## src/rtl/pipe_hazard_ctrl_pkg.sv

```systemverilog
// Shared types and stage-mask helpers for the pipeline stall/flush controller.
package pipe_ctrl_pkg;

  // Per-cycle controller mode, listed from highest to lowest priority.
  typedef enum logic [2:0] {
    CM_HARD,
    CM_EXC,
    CM_STQ,
    CM_HAZ,
    CM_REDIR,
    CM_RUN
  } ctrl_mode_e;

  // Upper bound on pipeline depth; stage masks are built at this width and
  // then trimmed to the real stage count by the controller.
  localparam int unsigned MAX_STAGES = 32;

  typedef logic [MAX_STAGES-1:0] stage_mask_t;

  // Write-enable and bubble-insert masks for every pipeline register.
  typedef struct packed {
    stage_mask_t wr;
    stage_mask_t flush;
  } stage_ctl_t;

  // Bits lo..hi set, everything else clear.
  function automatic stage_mask_t range_mask(int unsigned lo, int unsigned hi);
    stage_mask_t m;
    m = '0;
    for (int unsigned i = 0; i < MAX_STAGES; i++) begin
      if (i >= lo && i <= hi) m[i] = 1'b1;
    end
    return m;
  endfunction

  // Stages 0..k hold, stage k+1 takes a bubble, older stages keep draining.
  function automatic stage_ctl_t hold_below(int unsigned k);
    stage_ctl_t c;
    c.flush = range_mask(k + 1, k + 1);
    c.wr    = ~range_mask(0, k);
    return c;
  endfunction

  // Stages lo..hi are squashed; every other stage writes normally.
  function automatic stage_ctl_t flush_range(int unsigned lo, int unsigned hi);
    stage_ctl_t c;
    c.flush = range_mask(lo, hi);
    c.wr    = ~c.flush;
    return c;
  endfunction

endpackage

```

## src/rtl/pipe_hazard_ctrl_if.sv

```systemverilog
// Signal bundle between the pipeline's hazard/cache sources and the controller.
interface pipe_hazard_ctrl_if #(
  parameter int NUM_STAGES = 7,
  parameter int ADDR_W     = 32
);
  localparam int DEPTH_W = (NUM_STAGES > 1) ? $clog2(NUM_STAGES) : 1;

  // Stall, flush and redirect sources
  logic                  hard_stall_i;
  logic                  exc_flush_i;
  logic                  redirect_i;
  logic [DEPTH_W-1:0]    redirect_depth_i;
  logic [NUM_STAGES-1:0] hazard_stall_i;

  // Load request at the exception/memory stage
  logic                  ld_req_i;
  logic                  ld_cached_i;
  logic [ADDR_W-1:0]     ld_addr_i;

  // Store traffic into the cache write path
  logic                  st_push_i;
  logic                  st_cached_i;
  logic [ADDR_W-1:0]     st_addr_i;
  logic                  st_pop_i;

  // Pipeline register control
  logic [NUM_STAGES-1:0] stage_wr_o;
  logic [NUM_STAGES-1:0] stage_flush_o;

  // Cache control and status
  logic                  icache_flush_o;
  logic                  ireq_valid_o;
  logic                  dreq_valid_o;
  logic                  icache_stall_o;
  logic                  dcache_stall_o;
  logic                  stq_full_o;
  logic                  stq_ovf_o;
  logic                  wdog_o;

  // Pipeline side: drives the requests, observes the controls.
  modport master (
    output hard_stall_i, exc_flush_i, redirect_i, redirect_depth_i, hazard_stall_i,
           ld_req_i, ld_cached_i, ld_addr_i,
           st_push_i, st_cached_i, st_addr_i, st_pop_i,
    input  stage_wr_o, stage_flush_o, icache_flush_o, ireq_valid_o, dreq_valid_o,
           icache_stall_o, dcache_stall_o, stq_full_o, stq_ovf_o, wdog_o
  );

  // Controller side.
  modport slave (
    input  hard_stall_i, exc_flush_i, redirect_i, redirect_depth_i, hazard_stall_i,
           ld_req_i, ld_cached_i, ld_addr_i,
           st_push_i, st_cached_i, st_addr_i, st_pop_i,
    output stage_wr_o, stage_flush_o, icache_flush_o, ireq_valid_o, dreq_valid_o,
           icache_stall_o, dcache_stall_o, stq_full_o, stq_ovf_o, wdog_o
  );

endinterface

```

## src/rtl/pipe_hazard_ctrl_stq.sv

```systemverilog
// Store-line tracker: in-order FIFO of cache line tags for stores still in
// flight to the D-cache array, with a parallel compare against a load's tag.
// Entry 0 is always the oldest; a pop shifts the queue down by one.
module stq_line_tracker #(
  parameter int DEPTH = 2,
  parameter int TAG_W = 28
) (
  input  logic             clk,
  input  logic             rst,
  input  logic             push_i,
  input  logic [TAG_W-1:0] push_tag_i,
  input  logic             pop_i,
  input  logic [TAG_W-1:0] cmp_tag_i,
  output logic             hit_o,
  output logic             full_o,
  output logic             ovf_o
);

  localparam int CNT_W = $clog2(DEPTH + 1);

  logic [TAG_W-1:0] tags_q [DEPTH];
  logic [TAG_W-1:0] tags_d [DEPTH];
  logic [CNT_W-1:0] cnt_q, cnt_d;
  logic [CNT_W-1:0] wr_idx;
  logic             ovf_q, ovf_d;
  logic             full;
  logic             pop_ok;
  logic             push_ok;

  assign full    = (cnt_q == CNT_W'(DEPTH));
  assign pop_ok  = pop_i && (cnt_q != '0);
  // A push into a full tracker still lands when the oldest entry leaves in
  // the same cycle.
  assign push_ok = push_i && (!full || pop_ok);
  assign wr_idx  = pop_ok ? (cnt_q - CNT_W'(1)) : cnt_q;

  // Next queue contents: shift on pop, then append the new tag behind the
  // surviving entries.
  // NOTE: every variable written in an always_comb gets a default first, so
  // no path leaves it unassigned and no latch is inferred.
  always_comb begin
    tags_d = tags_q;
    if (pop_ok) begin
      for (int i = 0; i < DEPTH - 1; i++) tags_d[i] = tags_q[i + 1];
    end
    for (int i = 0; i < DEPTH; i++) begin
      if (push_ok && (CNT_W'(i) == wr_idx)) tags_d[i] = push_tag_i;
    end
    cnt_d = cnt_q + CNT_W'(push_ok) - CNT_W'(pop_ok);
    ovf_d = ovf_q | (push_i && full && !pop_ok);
  end

  // Conflict compare against the registered entries only, so an entry that
  // is popping this cycle still blocks a load to its line this cycle.
  always_comb begin
    hit_o = 1'b0;
    for (int i = 0; i < DEPTH; i++) begin
      if ((CNT_W'(i) < cnt_q) && (tags_q[i] == cmp_tag_i)) hit_o = 1'b1;
    end
  end

  // Occupancy and sticky overflow flag.
  always_ff @(posedge clk) begin
    if (rst) begin
      cnt_q <= '0;
      ovf_q <= 1'b0;
    end else begin
      cnt_q <= cnt_d;
      ovf_q <= ovf_d;
    end
  end

  // Tag storage.
  // NOTE: tag storage has no reset; an entry is only ever read when the count
  // marks it valid, so clearing it would buy nothing.
  always_ff @(posedge clk) begin
    tags_q <= tags_d;
  end

  assign full_o = full;
  assign ovf_o  = ovf_q;

endmodule

```

## src/rtl/pipe_hazard_ctrl.sv

```systemverilog
// Pipeline stall/flush controller: resolves hard stalls, exceptions,
// store-line conflicts, data hazards and redirects into per-stage write and
// bubble controls, and runs a watchdog on the writeback stage.
module pipe_hazard_ctrl
  import pipe_ctrl_pkg::*;
#(
  parameter int NUM_STAGES = 7,
  parameter int EXC_STAGE  = 3,
  parameter int STQ_DEPTH  = 2,
  parameter int ADDR_W     = 32,
  parameter int LINE_OFF_W = 4,
  parameter int WDOG_W     = 16
) (
  input  logic            clk,
  input  logic            rst,
  pipe_hazard_ctrl_if.slave bus
);

  localparam int TAG_W = ADDR_W - LINE_OFF_W;

  ctrl_mode_e            mode;
  stage_ctl_t            ctl;
  logic                  exc_pend_q, exc_pend_d;
  logic [WDOG_W-1:0]     wdog_q, wdog_d;
  logic                  haz_any;
  int unsigned           haz_k;
  int unsigned           redir_d;
  logic                  stq_hit, stq_full, stq_ovf;
  logic                  st_push, st_pop;
  logic                  icache_flush, ireq_valid, dreq_valid;
  logic                  icache_stall, dcache_stall;
  logic [NUM_STAGES-1:0] stage_wr;
  logic                  unused_bits;

  // Nothing moves through the tracker while the pipeline is hard-stalled.
  assign st_push = bus.st_push_i && bus.st_cached_i && !bus.hard_stall_i;
  assign st_pop  = bus.st_pop_i && !bus.hard_stall_i;

  stq_line_tracker #(
    .DEPTH (STQ_DEPTH),
    .TAG_W (TAG_W)
  ) u_stq (
    .clk        (clk),
    .rst        (rst),
    .push_i     (st_push),
    .push_tag_i (bus.st_addr_i[ADDR_W-1:LINE_OFF_W]),
    .pop_i      (st_pop),
    .cmp_tag_i  (bus.ld_addr_i[ADDR_W-1:LINE_OFF_W]),
    .hit_o      (stq_hit),
    .full_o     (stq_full),
    .ovf_o      (stq_ovf)
  );

  // Find the oldest stage asking for a data-hazard stall; the end stages
  // never stall on their own.
  always_comb begin
    haz_any = 1'b0;
    haz_k   = 0;
    for (int i = 1; i <= NUM_STAGES - 2; i++) begin
      if (bus.hazard_stall_i[i]) begin
        haz_any = 1'b1;
        haz_k   = unsigned'(i);
      end
    end
  end

  // Clamp the redirect flush depth to 1..EXC_STAGE.
  always_comb begin
    redir_d = 32'(bus.redirect_depth_i);
    if (redir_d == 0) redir_d = 1;
    if (redir_d > unsigned'(EXC_STAGE)) redir_d = unsigned'(EXC_STAGE);
  end

  // Strict-priority mode decode.
  always_comb begin
    if (bus.hard_stall_i)
      mode = CM_HARD;
    else if (bus.exc_flush_i || exc_pend_q)
      mode = CM_EXC;
    else if (bus.ld_req_i && ((bus.ld_cached_i && stq_hit) || stq_full))
      mode = CM_STQ;
    else if (haz_any)
      mode = CM_HAZ;
    else if (bus.redirect_i)
      mode = CM_REDIR;
    else
      mode = CM_RUN;
  end

  // Stage and cache controls for the selected mode; reset overrides all.
  always_comb begin
    ctl          = '{wr: '1, flush: '0};
    icache_flush = 1'b0;
    ireq_valid   = 1'b0;
    dreq_valid   = 1'b0;
    icache_stall = 1'b0;
    dcache_stall = 1'b0;
    unique case (mode)
      CM_HARD: begin
        ctl.wr       = '0;
        icache_stall = 1'b1;
        dcache_stall = 1'b1;
      end
      CM_EXC: begin
        ctl          = flush_range(1, unsigned'(EXC_STAGE));
        icache_flush = 1'b1;
      end
      CM_STQ: begin
        ctl          = hold_below(unsigned'(EXC_STAGE));
        icache_stall = 1'b1;
      end
      CM_HAZ: begin
        ctl          = hold_below(haz_k);
        dreq_valid   = 1'b1;
        icache_stall = 1'b1;
      end
      CM_REDIR: begin
        ctl          = flush_range(1, redir_d);
        icache_flush = 1'b1;
        dreq_valid   = 1'b1;
      end
      default: begin
        ireq_valid = 1'b1;
        dreq_valid = 1'b1;
      end
    endcase
    if (rst) begin
      ctl.wr       = '0;
      ctl.flush    = '1;
      icache_flush = 1'b0;
      ireq_valid   = 1'b0;
      dreq_valid   = 1'b0;
      icache_stall = 1'b0;
      dcache_stall = 1'b0;
    end
  end

  assign stage_wr = ctl.wr[NUM_STAGES-1:0];

  // Next state: an exception seen under a hard stall waits until the stall
  // drops; the watchdog counts cycles in which writeback does not advance.
  always_comb begin
    exc_pend_d = bus.hard_stall_i && (exc_pend_q || bus.exc_flush_i);
    if (stage_wr[NUM_STAGES-1])
      wdog_d = '0;
    else if (&wdog_q)
      wdog_d = wdog_q;
    else
      wdog_d = wdog_q + WDOG_W'(1);
  end

  // State registers.
  // NOTE: sequential state is updated with non-blocking assignments so every
  // register samples the values from before the clock edge.
  always_ff @(posedge clk) begin
    if (rst) begin
      exc_pend_q <= 1'b0;
      wdog_q     <= '0;
    end else begin
      exc_pend_q <= exc_pend_d;
      wdog_q     <= wdog_d;
    end
  end

  assign bus.stage_wr_o     = stage_wr;
  assign bus.stage_flush_o  = ctl.flush[NUM_STAGES-1:0];
  assign bus.icache_flush_o = icache_flush;
  assign bus.ireq_valid_o   = ireq_valid;
  assign bus.dreq_valid_o   = dreq_valid;
  assign bus.icache_stall_o = icache_stall;
  assign bus.dcache_stall_o = dcache_stall;
  assign bus.stq_full_o     = stq_full;
  assign bus.stq_ovf_o      = stq_ovf;
  assign bus.wdog_o         = !rst && (&wdog_q);

  // Mask bits beyond the real pipeline, the ignored end-stage hazard bits and
  // the line-offset address bits carry no meaning here.
  assign unused_bits = ^{ctl.wr[MAX_STAGES-1:NUM_STAGES],
                         ctl.flush[MAX_STAGES-1:NUM_STAGES],
                         bus.hazard_stall_i[0], bus.hazard_stall_i[NUM_STAGES-1],
                         bus.ld_addr_i[LINE_OFF_W-1:0], bus.st_addr_i[LINE_OFF_W-1:0]};

endmodule

```

## src/flat_wrapper.sv

```systemverilog
// flat-port wrapper written by rule: the top's interface ports become plain ports
module pipe_hazard_ctrl_flat import pipe_ctrl_pkg::*;
#(
  parameter int NUM_STAGES = 7,
  parameter int EXC_STAGE  = 3,
  parameter int STQ_DEPTH  = 2,
  parameter int ADDR_W     = 32,
  parameter int LINE_OFF_W = 4,
  parameter int WDOG_W     = 16
)
  (clk, rst, bus_hard_stall_i, bus_exc_flush_i, bus_redirect_i, bus_redirect_depth_i, bus_hazard_stall_i, bus_ld_req_i, bus_ld_cached_i, bus_ld_addr_i, bus_st_push_i, bus_st_cached_i, bus_st_addr_i, bus_st_pop_i, bus_stage_wr_o, bus_stage_flush_o, bus_icache_flush_o, bus_ireq_valid_o, bus_dreq_valid_o, bus_icache_stall_o, bus_dcache_stall_o, bus_stq_full_o, bus_stq_ovf_o, bus_wdog_o);
  pipe_hazard_ctrl_if #(.NUM_STAGES(NUM_STAGES), .ADDR_W(ADDR_W)) bus_i ();
  input  logic clk;
  input  logic rst;
  input wire logic [$bits(bus_i.hard_stall_i)-1:0] bus_hard_stall_i;
  input wire logic [$bits(bus_i.exc_flush_i)-1:0] bus_exc_flush_i;
  input wire logic [$bits(bus_i.redirect_i)-1:0] bus_redirect_i;
  input wire logic [$bits(bus_i.redirect_depth_i)-1:0] bus_redirect_depth_i;
  input wire logic [$bits(bus_i.hazard_stall_i)-1:0] bus_hazard_stall_i;
  input wire logic [$bits(bus_i.ld_req_i)-1:0] bus_ld_req_i;
  input wire logic [$bits(bus_i.ld_cached_i)-1:0] bus_ld_cached_i;
  input wire logic [$bits(bus_i.ld_addr_i)-1:0] bus_ld_addr_i;
  input wire logic [$bits(bus_i.st_push_i)-1:0] bus_st_push_i;
  input wire logic [$bits(bus_i.st_cached_i)-1:0] bus_st_cached_i;
  input wire logic [$bits(bus_i.st_addr_i)-1:0] bus_st_addr_i;
  input wire logic [$bits(bus_i.st_pop_i)-1:0] bus_st_pop_i;
  output wire logic [$bits(bus_i.stage_wr_o)-1:0] bus_stage_wr_o;
  output wire logic [$bits(bus_i.stage_flush_o)-1:0] bus_stage_flush_o;
  output wire logic [$bits(bus_i.icache_flush_o)-1:0] bus_icache_flush_o;
  output wire logic [$bits(bus_i.ireq_valid_o)-1:0] bus_ireq_valid_o;
  output wire logic [$bits(bus_i.dreq_valid_o)-1:0] bus_dreq_valid_o;
  output wire logic [$bits(bus_i.icache_stall_o)-1:0] bus_icache_stall_o;
  output wire logic [$bits(bus_i.dcache_stall_o)-1:0] bus_dcache_stall_o;
  output wire logic [$bits(bus_i.stq_full_o)-1:0] bus_stq_full_o;
  output wire logic [$bits(bus_i.stq_ovf_o)-1:0] bus_stq_ovf_o;
  output wire logic [$bits(bus_i.wdog_o)-1:0] bus_wdog_o;
  assign bus_i.hard_stall_i = bus_hard_stall_i;
  assign bus_i.exc_flush_i = bus_exc_flush_i;
  assign bus_i.redirect_i = bus_redirect_i;
  assign bus_i.redirect_depth_i = bus_redirect_depth_i;
  assign bus_i.hazard_stall_i = bus_hazard_stall_i;
  assign bus_i.ld_req_i = bus_ld_req_i;
  assign bus_i.ld_cached_i = bus_ld_cached_i;
  assign bus_i.ld_addr_i = bus_ld_addr_i;
  assign bus_i.st_push_i = bus_st_push_i;
  assign bus_i.st_cached_i = bus_st_cached_i;
  assign bus_i.st_addr_i = bus_st_addr_i;
  assign bus_i.st_pop_i = bus_st_pop_i;
  assign bus_stage_wr_o = bus_i.stage_wr_o;
  assign bus_stage_flush_o = bus_i.stage_flush_o;
  assign bus_icache_flush_o = bus_i.icache_flush_o;
  assign bus_ireq_valid_o = bus_i.ireq_valid_o;
  assign bus_dreq_valid_o = bus_i.dreq_valid_o;
  assign bus_icache_stall_o = bus_i.icache_stall_o;
  assign bus_dcache_stall_o = bus_i.dcache_stall_o;
  assign bus_stq_full_o = bus_i.stq_full_o;
  assign bus_stq_ovf_o = bus_i.stq_ovf_o;
  assign bus_wdog_o = bus_i.wdog_o;
  pipe_hazard_ctrl #(.NUM_STAGES(NUM_STAGES), .EXC_STAGE(EXC_STAGE), .STQ_DEPTH(STQ_DEPTH), .ADDR_W(ADDR_W), .LINE_OFF_W(LINE_OFF_W), .WDOG_W(WDOG_W)) u_core (.clk(clk), .rst(rst), .bus(bus_i));
endmodule
```

## config.mk

```make
export PLATFORM = sky130hd
export DESIGN_NAME = pipe_hazard_ctrl_flat
export DESIGN_NICKNAME = d
export VERILOG_FILES = /design/src/rtl/pipe_hazard_ctrl_pkg.sv /design/src/rtl/pipe_hazard_ctrl_if.sv /design/src/rtl/pipe_hazard_ctrl_stq.sv /design/src/rtl/pipe_hazard_ctrl.sv /design/src/flat_wrapper.sv
export SDC_FILE = /design/constraint.sdc
export NUM_CORES = 1
export LEC_CHECK = 0
export ABC_AREA = 0
export CAP_MARGIN = 25
export CELL_PAD_IN_SITES_DETAIL_PLACEMENT = 1
export CELL_PAD_IN_SITES_GLOBAL_PLACEMENT = 2
export CORE_MARGIN = 2
export CORE_UTILIZATION = 31
export DETAILED_ROUTE_END_ITERATION = 10
export PLACE_DENSITY_LB_ADDON = 0.2
export SLEW_MARGIN = 5
export SYNTH_ARGS = -nofsm -noshare
export SYNTH_HDL_FRONTEND = slang
export SYNTH_SLANG_ARGS = --single-unit
```

## constraint.sdc

```tcl
create_clock -name clk -period 4.9 [get_ports clk]
set_input_delay 1.47 -clock clk [delete_from_list [all_inputs] [get_ports clk]]
set_output_delay 1.47 -clock clk [all_outputs]
set_load 0.02 [all_outputs]
```

== After elaboration in Yosys (flattened, before gate mapping) ==
Index checks and enable logic that the tools add are counted.

* Register bits: 76
* Bits of input ports: 84
* Output and inout bits: 22
* Logic and storage cells: 335

* $add $sub $neg: 5
* Order comparisons: 105
* Equality and inequality tests: 8
* Mux-type cells: 143
* Bitwise logic cells: 3
* Reductions and logical operators: 65

{| class="wikitable"
|+ Operators by type and width
! operator !! count
|-
| less-or-equal comparator 5 x 32 -> 1 bit, first input constant || 32
|-
| >= comparator 5 x 32 -> 1 bit, first input constant || 16
|-
| less-or-equal comparator 4 x 32 -> 1 bit, first input constant || 16
|-
| less-or-equal comparator 3 x 32 -> 1 bit, first input constant || 11
|-
| >= comparator 4 x 32 -> 1 bit, first input constant || 8
|-
| less-or-equal comparator 2 x 32 -> 1 bit, first input constant || 6
|-
| less-or-equal comparator 1 x 32 -> 1 bit, first input constant || 5
|-
| 2-to-1 mux 32 bit || 5
|-
| >= comparator 3 x 32 -> 1 bit, first input constant || 4
|-
| one-hot mux 32 bit (4 select lines) || 1
|-
| 2-to-1 mux 1 bit || 127
|-
| >= comparator 1 x 32 -> 1 bit, first input constant || 2
|-
| >= comparator 2 x 32 -> 1 bit, first input constant || 2
|-
| == test 28 bit || 2
|-
| 2-to-1 mux 28 bit || 2
|-
| logical AND 1 bit || 47
|-
| 2-to-1 mux 39 bit || 1
|-
| one-hot mux 7 bit (5 select lines) || 1
|-
| adder 32 x 1 -> 32 bit, second input constant || 1
|-
| adder 16 x 1 -> 16 bit, second input constant || 1
|-
| AND reduction 16 bit || 1
|-
| 2-to-1 mux 3 bit || 5
|-
| inverter 7 bit || 2
|-
| == test 3 x 2 -> 1 bit, second input constant || 2
|-
| other kinds (19) || 29
|}

== Depth between registers and ports, before layout ==
Gate-level depths: netlist of the first run.

* Depth in word-level cells: 16
* Depth in mapped cells: 12
* Depth with buffers taken out: 12

== Modules after synthesis ==
A second synthesis of the first run with hierarchy kept.

* Cell total of the unflattened synthesis: 359
* Area total of the unflattened synthesis: 4172.8 um^2

{| class="wikitable"
|+ By module, submodules not included
! module !! times used !! cells each !! area an instance (um^2) !! seq. area each (um^2)
|-
| stq_line_tracker || 1 || 192 || 2914.0 || 1741.7
|-
| pipe_hazard_ctrl || 1 || 167 || 1258.7 || 340.3
|}

== Worst setup path after synthesis of the first run ==
No wires, ideal clock.

* Path kind: input to output
* From: input port bus_hazard_stall_i[5]
* To: output port bus_stage_flush_o[1]
* Arrival: 3.340 ns
* Required time: 3.430 ns
* Slack: 0.090 ns
* Stages on the path: 11
* Buffers on the path: 0
* Path through: or2_2 inv_1 o21ai_0 inv_1 ha_1 inv_1 ha_1 inv_1 nand4_1 a21o_1 o21ai_0

* Longest elaborated chain between the ends: 8
* Elaborated cells between the ends (all ways): 17
* Classes of those cells: 1 x add/sub; 2 x order compare; 4 x eq/ne; 9 x mux; 1 x reduce/logical

{| class="wikitable"
|+ Ends and longest elaborated chain
! what !! line !! text
|-
| from (decl) || flat_wrapper.sv:19 || <nowiki>input wire logic [$bits(bus_i.hazard_stall_i)-1:0] bus_hazard_stall_i;</nowiki>
|-
| branches (longest 6 deep; another with adder 32 x 1 -> 32 bit) || - ||
|-
| one-hot mux 32 bit (4 select lines) * || pipe_hazard_ctrl.sv:98 || <nowiki>unique case (mode)</nowiki>
|-
| 2-to-1 mux 39 bit * || pipe_hazard_ctrl.sv:127 || <nowiki>if (rst) begin</nowiki>
|-
| to (decl) || flat_wrapper.sv:28 || <nowiki>output wire logic [$bits(bus_i.stage_flush_o)-1:0] bus_stage_flush_o;</nowiki>
|}

Mark *: on every way between the ends.

== Final worst setup path of the first run ==
* From: input port bus_ld_addr_i[17]
* To: output port bus_icache_stall_o

* Longest elaborated chain between the ends: 14
* Elaborated cells between the ends (all ways): 18
* Classes of those cells: 4 x eq/ne; 7 x mux; 7 x reduce/logical

{| class="wikitable"
|+ Ends and longest elaborated chain
! what !! line !! text
|-
| from (decl) || flat_wrapper.sv:22 || <nowiki>input wire logic [$bits(bus_i.ld_addr_i)-1:0] bus_ld_addr_i;</nowiki>
|-
| == test 28 bit || pipe_hazard_ctrl_stq.sv:58 || <nowiki>if ((CNT_W'(i) < cnt_q) && (tags_q[i] == cmp_tag_i)) hit_o = 1'b1;</nowiki>
|-
| logical AND 1 bit || pipe_hazard_ctrl_stq.sv:58 ||
|-
| 2-to-1 mux 1 bit || pipe_hazard_ctrl_stq.sv:58 ||
|-
| 2-to-1 mux 1 bit * || pipe_hazard_ctrl_stq.sv:58 ||
|-
| logical AND 1 bit * || pipe_hazard_ctrl.sv:80 || <nowiki>else if (bus.ld_req_i && ((bus.ld_cached_i && stq_hit) || stq_full))</nowiki>
|-
| logical OR 1 bit * || pipe_hazard_ctrl.sv:80 ||
|-
| logical AND 1 bit * || pipe_hazard_ctrl.sv:80 ||
|-
| 2-to-1 mux 3 bit * || pipe_hazard_ctrl.sv:80 ||
|-
| 2-to-1 mux 3 bit * || pipe_hazard_ctrl.sv:78 || <nowiki>else if (bus.exc_flush_i || exc_pend_q)</nowiki>
|-
| 2-to-1 mux 3 bit * || pipe_hazard_ctrl.sv:76 || <nowiki>if (bus.hard_stall_i)</nowiki>
|-
| == test 3 x 2 -> 1 bit / zero test 3 bit (equally long branches) || pipe_hazard_ctrl.sv:98 ||
|-
| OR reduction 3 bit (no source line) * || - ||
|-
| 2-to-1 mux 1 bit * || pipe_hazard_ctrl.sv:98 ||
|-
| 2-to-1 mux 1 bit * || pipe_hazard_ctrl.sv:127 ||
|-
| to (decl) || flat_wrapper.sv:32 || <nowiki>output wire logic [$bits(bus_i.icache_stall_o)-1:0] bus_icache_stall_o;</nowiki>
|}

Mark *: on every way between the ends. The rest lies on a longest branch, timed or not.

==> impl_results.md, run 1 <==
* First-pass GRT wire length at 17400 um
* Die ar. at 14100 um^2
* Die Wd at about 120 um
* Req. time, crit path at approximately 3.4 ns
* Top Layer Used: met4
* Switching part of the total at between 20% and 30%
* Syn avg cell area at around 12 um^2
* DRT antenna net count at 0
* Top-Level Pins at 106
* Net count after synthesis at 448
* WL met3 at 414 um
* CTS clock-pin slew for the worst setup and hold paths at 0.05 ns
* Area of the multi-input gates at approximately 2100 um^2
* Final count of pins violating max slew at 0
* Clock sinks at 76
* Crit Path Max Fanout at 8
* P per Cell Area at 270 nW/um^2
* Psw at around 400 uW
* Routed len/inst at approximately 16 um
* Synth warnings at 0
* Max cap viols at 0
* DRT Wirelength at 10800 um
* Vias in the first global route at approximately 3300
* # DRC at 0
* Most frequent cell after synthesis: edfxtp_1
* Asr flop ratio synth at 0%
* VDD IR-drop max at ~0.00013 V
* DR vias/cell at 4.70
* Crit path capture type: output pin
* Post-route setup slack at ~0.074 ns
* Nature of the critical path startpoint: primary input
* IO Port Bufs at 95
* Comb pwr share at ~17%
* Reg power frac at between 40% and 50%
* TritonCTS clock tree: done
* Initial core utilization at between 30% and 40%
* Drt first-iter violations at around 120
* FILL cells at ~1400
* Hold WC Path Type: reg2reg
* CTS H-tree depth at 3
* Outcome: complete, no violations
* Mapped Cells at between 300 and 400
* WL met1 at between 4000 and 5000 um
* Post-synth top cells: edfxtp_1 (56), xor2_1 (35), nor2_1 (32)
* CTS Buf Count at 9
* GR Util All Layers at 15.8%
* FF/Latch Area at 2080 um^2
* Final period utilization at between 90% and 100%
* Cells after DPL at about 650
* Layout area overhead at 45.9%
* Seq cells post-synth at 76
* Cts hold-fix bufs at 0
* Clock power share at approximately 37%
* Clk_lat worst skew at ~0.33 ns
* Rows at 41
* ANT cells at 0
* F_max at between 200 and 250 MHz
* Worst Path Arrival at 3.36 ns
* Detailed route wirelength on metal2 at roughly 5300 um
* Ys flop type: edfxtp_1
* GP Congestion at 0.744
* Share of cells above drive strength 1 at a little under a third
* # setup viols final at 0
* Vias at approximately 3200
* Top cells by area, synth: edfxtp_1 (41%), dfxtp_1 (9.8%), mux2_2 (7.7%), xor2_1 (7.5%), xnor2_1 (6.7%)
* Largest net degree at the start of global routing at 29
* Initial antenna violation count at 0
* Leakage Power at around 2.2 nW
* Unique cell type count in the Yosys netlist at 48
* Worst Setup Path Type: in2out
* NumNets Final at 589
* Worst-case clock buffer depth at 2
* HPWL after DPL at 8020 um
* Post-Place Worst Slack at -0.721 ns
* Grt ovf at 0
* Final hold vios at 0
* Iteration count of the initial detailed-routing pass at 4
* Max-slew headroom at between 50 and 60%
* Fin cells at 671
* Fin crit period at around 4.8 ns
* Post-Synthesis Cell Area at about 4100 um^2
* CORE AREA at approximately 13000 um^2
* Area share of the largest cell type after synthesis at between 40% and 50%
* Post-synth top area cell: edfxtp_1
* Internal power at 1.21 mW
* Slew of the pin with the lowest slew margin at 0.618 ns
* Post-synth EDFFs at 56
* Root buf cell: clkbuf_16
* Worst-case clock skew at around 0.007 ns
* Die Y at between 100 and 150 um
* Register area share after synthesis at slightly above 50%
==> worst max-delay path, cell delays in order <==
cell,delay (ns)
buf_8,0.11
xnor2_4,0.15
nand4_1,0.14
or4_4,0.55
nor4_4,0.34
o211ai_4,0.16
nand2_4,0.15
o31a_1,0.17
buf_6,0.12
==> registers in the layout, indices dropped and copies added, names as in the netlist <==
name                 count
u_core.u_stq.cnt_q       2
u_core.u_stq.tags_q     56
u_core.exc_pend_q        1
u_core.wdog_q           16
u_core.u_stq.ovf_o       1
==> power groups by stage <==
stage | Combinational [mW] | Sequential [mW] | Clock [mW]
floorplan | 0.118 | 0.745 | 0
global placement | 0.258 | 0.745 | 0
detailed placement | 0.264 | 0.747 | 0
CTS | 0.266 | 0.733 | 0.617
global route | 0.300 | 0.736 | 0.647
finish | 0.276 | 0.734 | 0.597
==> cell usage in the layout, fill, tap and decap left out, types with 7 or more instances in the layout <==
| cell | n |
|---|---|
| a21oi_1 | 9 |
| buf_2 | 9 |
| buf_4 | 48 |
| clkbuf_16 | 9 |
| clkdlybuf4s50_1 | 46 |
| dfxtp_1 | 20 |
| dlygate4sd2_1 | 15 |
| dlymetal6s2s_1 | 7 |
| edfxtp_1 | 56 |
| ha_1 | 9 |
| inv_1 | 7 |
| mux2_2 | 28 |
| nand2_1 | 17 |
| nand3_1 | 12 |
| nand4_1 | 11 |
| nor2_1 | 30 |
| nor3_1 | 8 |
| nor4_2 | 9 |
| xnor2_1 | 26 |
| xor2_1 | 32 |
==> final cells by class <==
type	instances	area share, %
Clock inverter	3	0.399
Clock buffer	13	4.03
Multi-Input combinational cell	257	36.1
Tap cell	172	3.61
Inverter	12	0.756
Sequential cell	76	35.0
Timing Repair Buffer	138	20.2
==> path summary, 6_finish.rpt <==
check	startpoint	endpoint	slack [ns]	depth (start not counted)
worst max register to register	u_core.u_stq.cnt_q[0]$_SDFF_PP0_	u_core.u_stq.tags_q[41]$_DFFE_PP_	2.43	10
worst max-delay path	bus_ld_addr_i[17]	bus_icache_stall_o	0.07	9
worst min register to register	u_core.wdog_q[1]$_SDFFE_PP0N_	u_core.wdog_q[1]$_SDFFE_PP0N_	0.49	2
worst min-delay path	u_core.wdog_q[1]$_SDFFE_PP0N_	u_core.wdog_q[1]$_SDFFE_PP0N_	0.49	2
==> kinds of logic after synthesis <==
| kind of cell | count (synthesis) | share of synthesized area, % |
|---|---|---|
| AOI/OAI and AO/OA | 39 | 6.56 |
| xor gates and xnor gates | 66 | 14.2 |
| adders and majority gates | 11 | 3.37 |
| buffers and inverters | 20 | 2.21 |
| DFF | 76 | 51.0 |
| muxes | 28 | 7.73 |
| and+or+nand+nor | 113 | 14.9 |
==> through the flow <==
step	power [mW]	utilization, %	cell area, um^2	setup TNS (ns)	hold slack, ns
floorplan	0.863	-	4080	0	0.448
global placement	1.00	43.2	5500	-11.04	0.455
detailed placement	1.01	43.2	5500	-11.27	0.472
CTS	1.62	45.7	5810	0	0.488
global route	1.68	46.8	5950	-0.303	0.522
finish	1.61	46.8	5950	0	0.486
==> per-layer routing <==
layer  vias up  track usage, %
met4         0            4.91
met2        59            25.9
met5         -               0
li1       1562               -
met1      1522            20.6
met3        12            3.67
==> what timing repair did <==
item                                    CTS  global route
pin swaps                                26            27
endpoints found under the hold margin     0             0
endpoints found under the setup margin   17            17
buffers inserted                          4             0
resized for setup                       133            58
No activity file was read; power rests on OpenSTA's default activity.
==> run 2, diff against run 1 <==
Settings changed: SKIP_CTS_REPAIR_TIMING from default to 1.
==> run 2 against run 1 <==
Net effect:
- total power barely moved
- cell count fell by 0.30%
- critical endpoint is now bus_stage_flush_o[5]
- clock skew fell by 0.00064 ns
- sequential power barely moved
- setup slack improved by 0.015 ns
- routed wire length barely moved
- die area did not move
- register-to-register slack barely moved
- clock-buffer cell count did not move
- sequential share of layout area fell by 0.31 points
- largest cell class unchanged
==> impl_results.md, run 2 (synthesis results as in run 1) <==
* Clk_lat worst skew at ~0.33 ns
* Top-Level Pins at ~110
* Crit Path Max Fanout at 7
* Root buf cell: clkbuf_16
* Top reg by flops: u_core.u_stq.tags_q
* P per Cell Area at ~270 nW/um^2
* GR Util All Layers at 15.4%
* Final count of pins violating max slew at 0
* CORE AREA at 12700 um^2
* Grt ovf at 0
* # setup viols final at 0
* NumNets Final at 587
* Die Y at 119 um
* Outcome: complete, no violations
* Final period utilization at 98.2%
* Worst-case clock buffer depth at 2
* Layout area overhead at 47.3%
* Max cap viols at 0
* Rows at slightly above 40
* Dpl cell area at ~5500 um^2
* # DRC at 0
* IO Port Bufs at between 90 and 100
* RSZ-0062 raised after global routing: false
* Die Wd at about 120 um
* ANT cells at 0
* Design area at between 6000 and 7000 um^2
* Worst Path Arrival at 3.34 ns
* Share of cells above drive strength 1 at 27.8%
* GP Congestion at 0.744
* Nature of the critical path startpoint: primary input
* First-pass GRT wire length at about 17000 um
* Cells after DPL at ~650
* Fin crit period at 4.81 ns
* Leakage Power at roughly 2.4 nW
* Initial antenna violation count at 0
* Largest net degree at the start of global routing at 29
* Vias at 3134
* Fin cells at around 670
* Worst Setup Path Type: in2out
* HPWL after DPL at between 8000 and 9000 um
* Most common cell after layout, fill and taps aside: edfxtp_1
* Routed len/inst at between 15 and 20 um
* F_max at between 200 and 250 MHz
* CTS H-tree depth at 3
* DRT Wirelength at between 10000 and 15000 um
* Initial core utilization at 32.1%
* DR vias/cell at 4.68
* CTS Buf Count at 9
* Vias in the first global route at 3277
* Max-slew headroom at between 50% and 60%
* DRT antenna net count at 0
* Largest regs: u_core.u_stq.tags_q: 56 flops, u_core.wdog_q: 16 flops, u_core.u_stq.cnt_q: 2 flops
* Req. time, crit path at 3.43 ns
* Most frequent cells in the layout: edfxtp_1 (56), buf_4 (48), clkdlybuf4s50_1 (47)
* Clock sinks at 76
* Die ar. at around 14000 um^2
* Worst-case clock skew at about 0.0063 ns
* Drt first-iter violations at around 120
* VDD IR-drop max at about 0.00013 V
* CTS clock-pin slew for the worst setup and hold paths at 0.05 ns
* TritonCTS clock tree: done
* Crit path capture type: output pin
* Slew of the pin with the lowest slew margin at about 0.62 ns
* Final hold vios at 0
* Hold WC Path Type: reg2reg
* Iteration count of the initial detailed-routing pass at 4
* Max FFs per register at 56
## run 2: cell types whose count changed in the layout (fill, tap and decap cells not counted), moves of 2 or more
cell,change
dlymetal6s2s_1,+24
dlygate4sd2_1,-15
buf_2,-6
buf_6,-4
xnor2_1,+3
clkdlybuf4s15_1,-2
xnor2_4,-2
## run 2: report_power, final
part	leakage (nW)	internal [mW]	switching, mW
logic	1.58	0.141	0.134
clock network	0.120	0.344	0.252
registers	0.672	0.721	0.0130
total	2.37	1.21	0.400
## run 2: area by class of cell
cell class	count	area [um^2]
clock buffers	13	240
clock inverters	3	23.8
fillers	1395	6710
inverters	12	45.0
multi-input cells	257	2130
flip-flops and latches	76	2080
well taps	172	215
repair buffers	136	1270
## run 2: worst max-delay path, cell delays in order
cell             delay, ns
clkdlybuf4s50_1       0.45
xnor2_1               0.23
nand4_1               0.22
nor4_4                0.36
o211ai_4              0.17
nand3_4               0.18
o21bai_1              0.09
clkbuf_2              0.15
## run 2: stage by stage
step	hold WS, ns	utilization (%)	setup slack (ns)	setup TNS [ns]	power [mW]
CTS	0.488	45.3	-0.732	-11.39	1.62
finish	0.486	47.2	0.0897	0	1.61
floorplan	0.448	-	0.0904	0	0.863
global placement	0.455	43.2	-0.740	-11.04	1.00
global route	0.522	47.2	0.00615	0	1.68
detailed placement	0.472	43.2	-0.721	-11.27	1.01
## run 2: worst paths after layout
path                                         start  slack, ns  cells past startpoint                                 to
setup / recovery                  bus_ld_addr_i[5]       0.09                      8               bus_stage_flush_o[5]
hold / removal       u_core.wdog_q[1]$_SDFFE_PP0N_       0.49                      2      u_core.wdog_q[1]$_SDFFE_PP0N_
setup reg to reg  u_core.u_stq.cnt_q[0]$_SDFF_PP0_       2.44                     10  u_core.u_stq.tags_q[41]$_DFFE_PP_
hold reg to reg      u_core.wdog_q[1]$_SDFFE_PP0N_       0.49                      2      u_core.wdog_q[1]$_SDFFE_PP0N_
## run 2: per-layer routing
metal  wire (um)  up-vias  global-route usage, %
li1            -     1561                      -
met1        5070     1504                   20.4
met2        5230       58                   25.0
met3         393       11                   3.52
met4         138        0                   4.91
met5           0        -                      0
==> run 3, diff against run 2 <==
Settings changed: CTS_CLUSTER_SIZE from default to 28.
==> results of run 3 <==
Same layout as run 2: the final DEF is identical, and so are final timing and power.
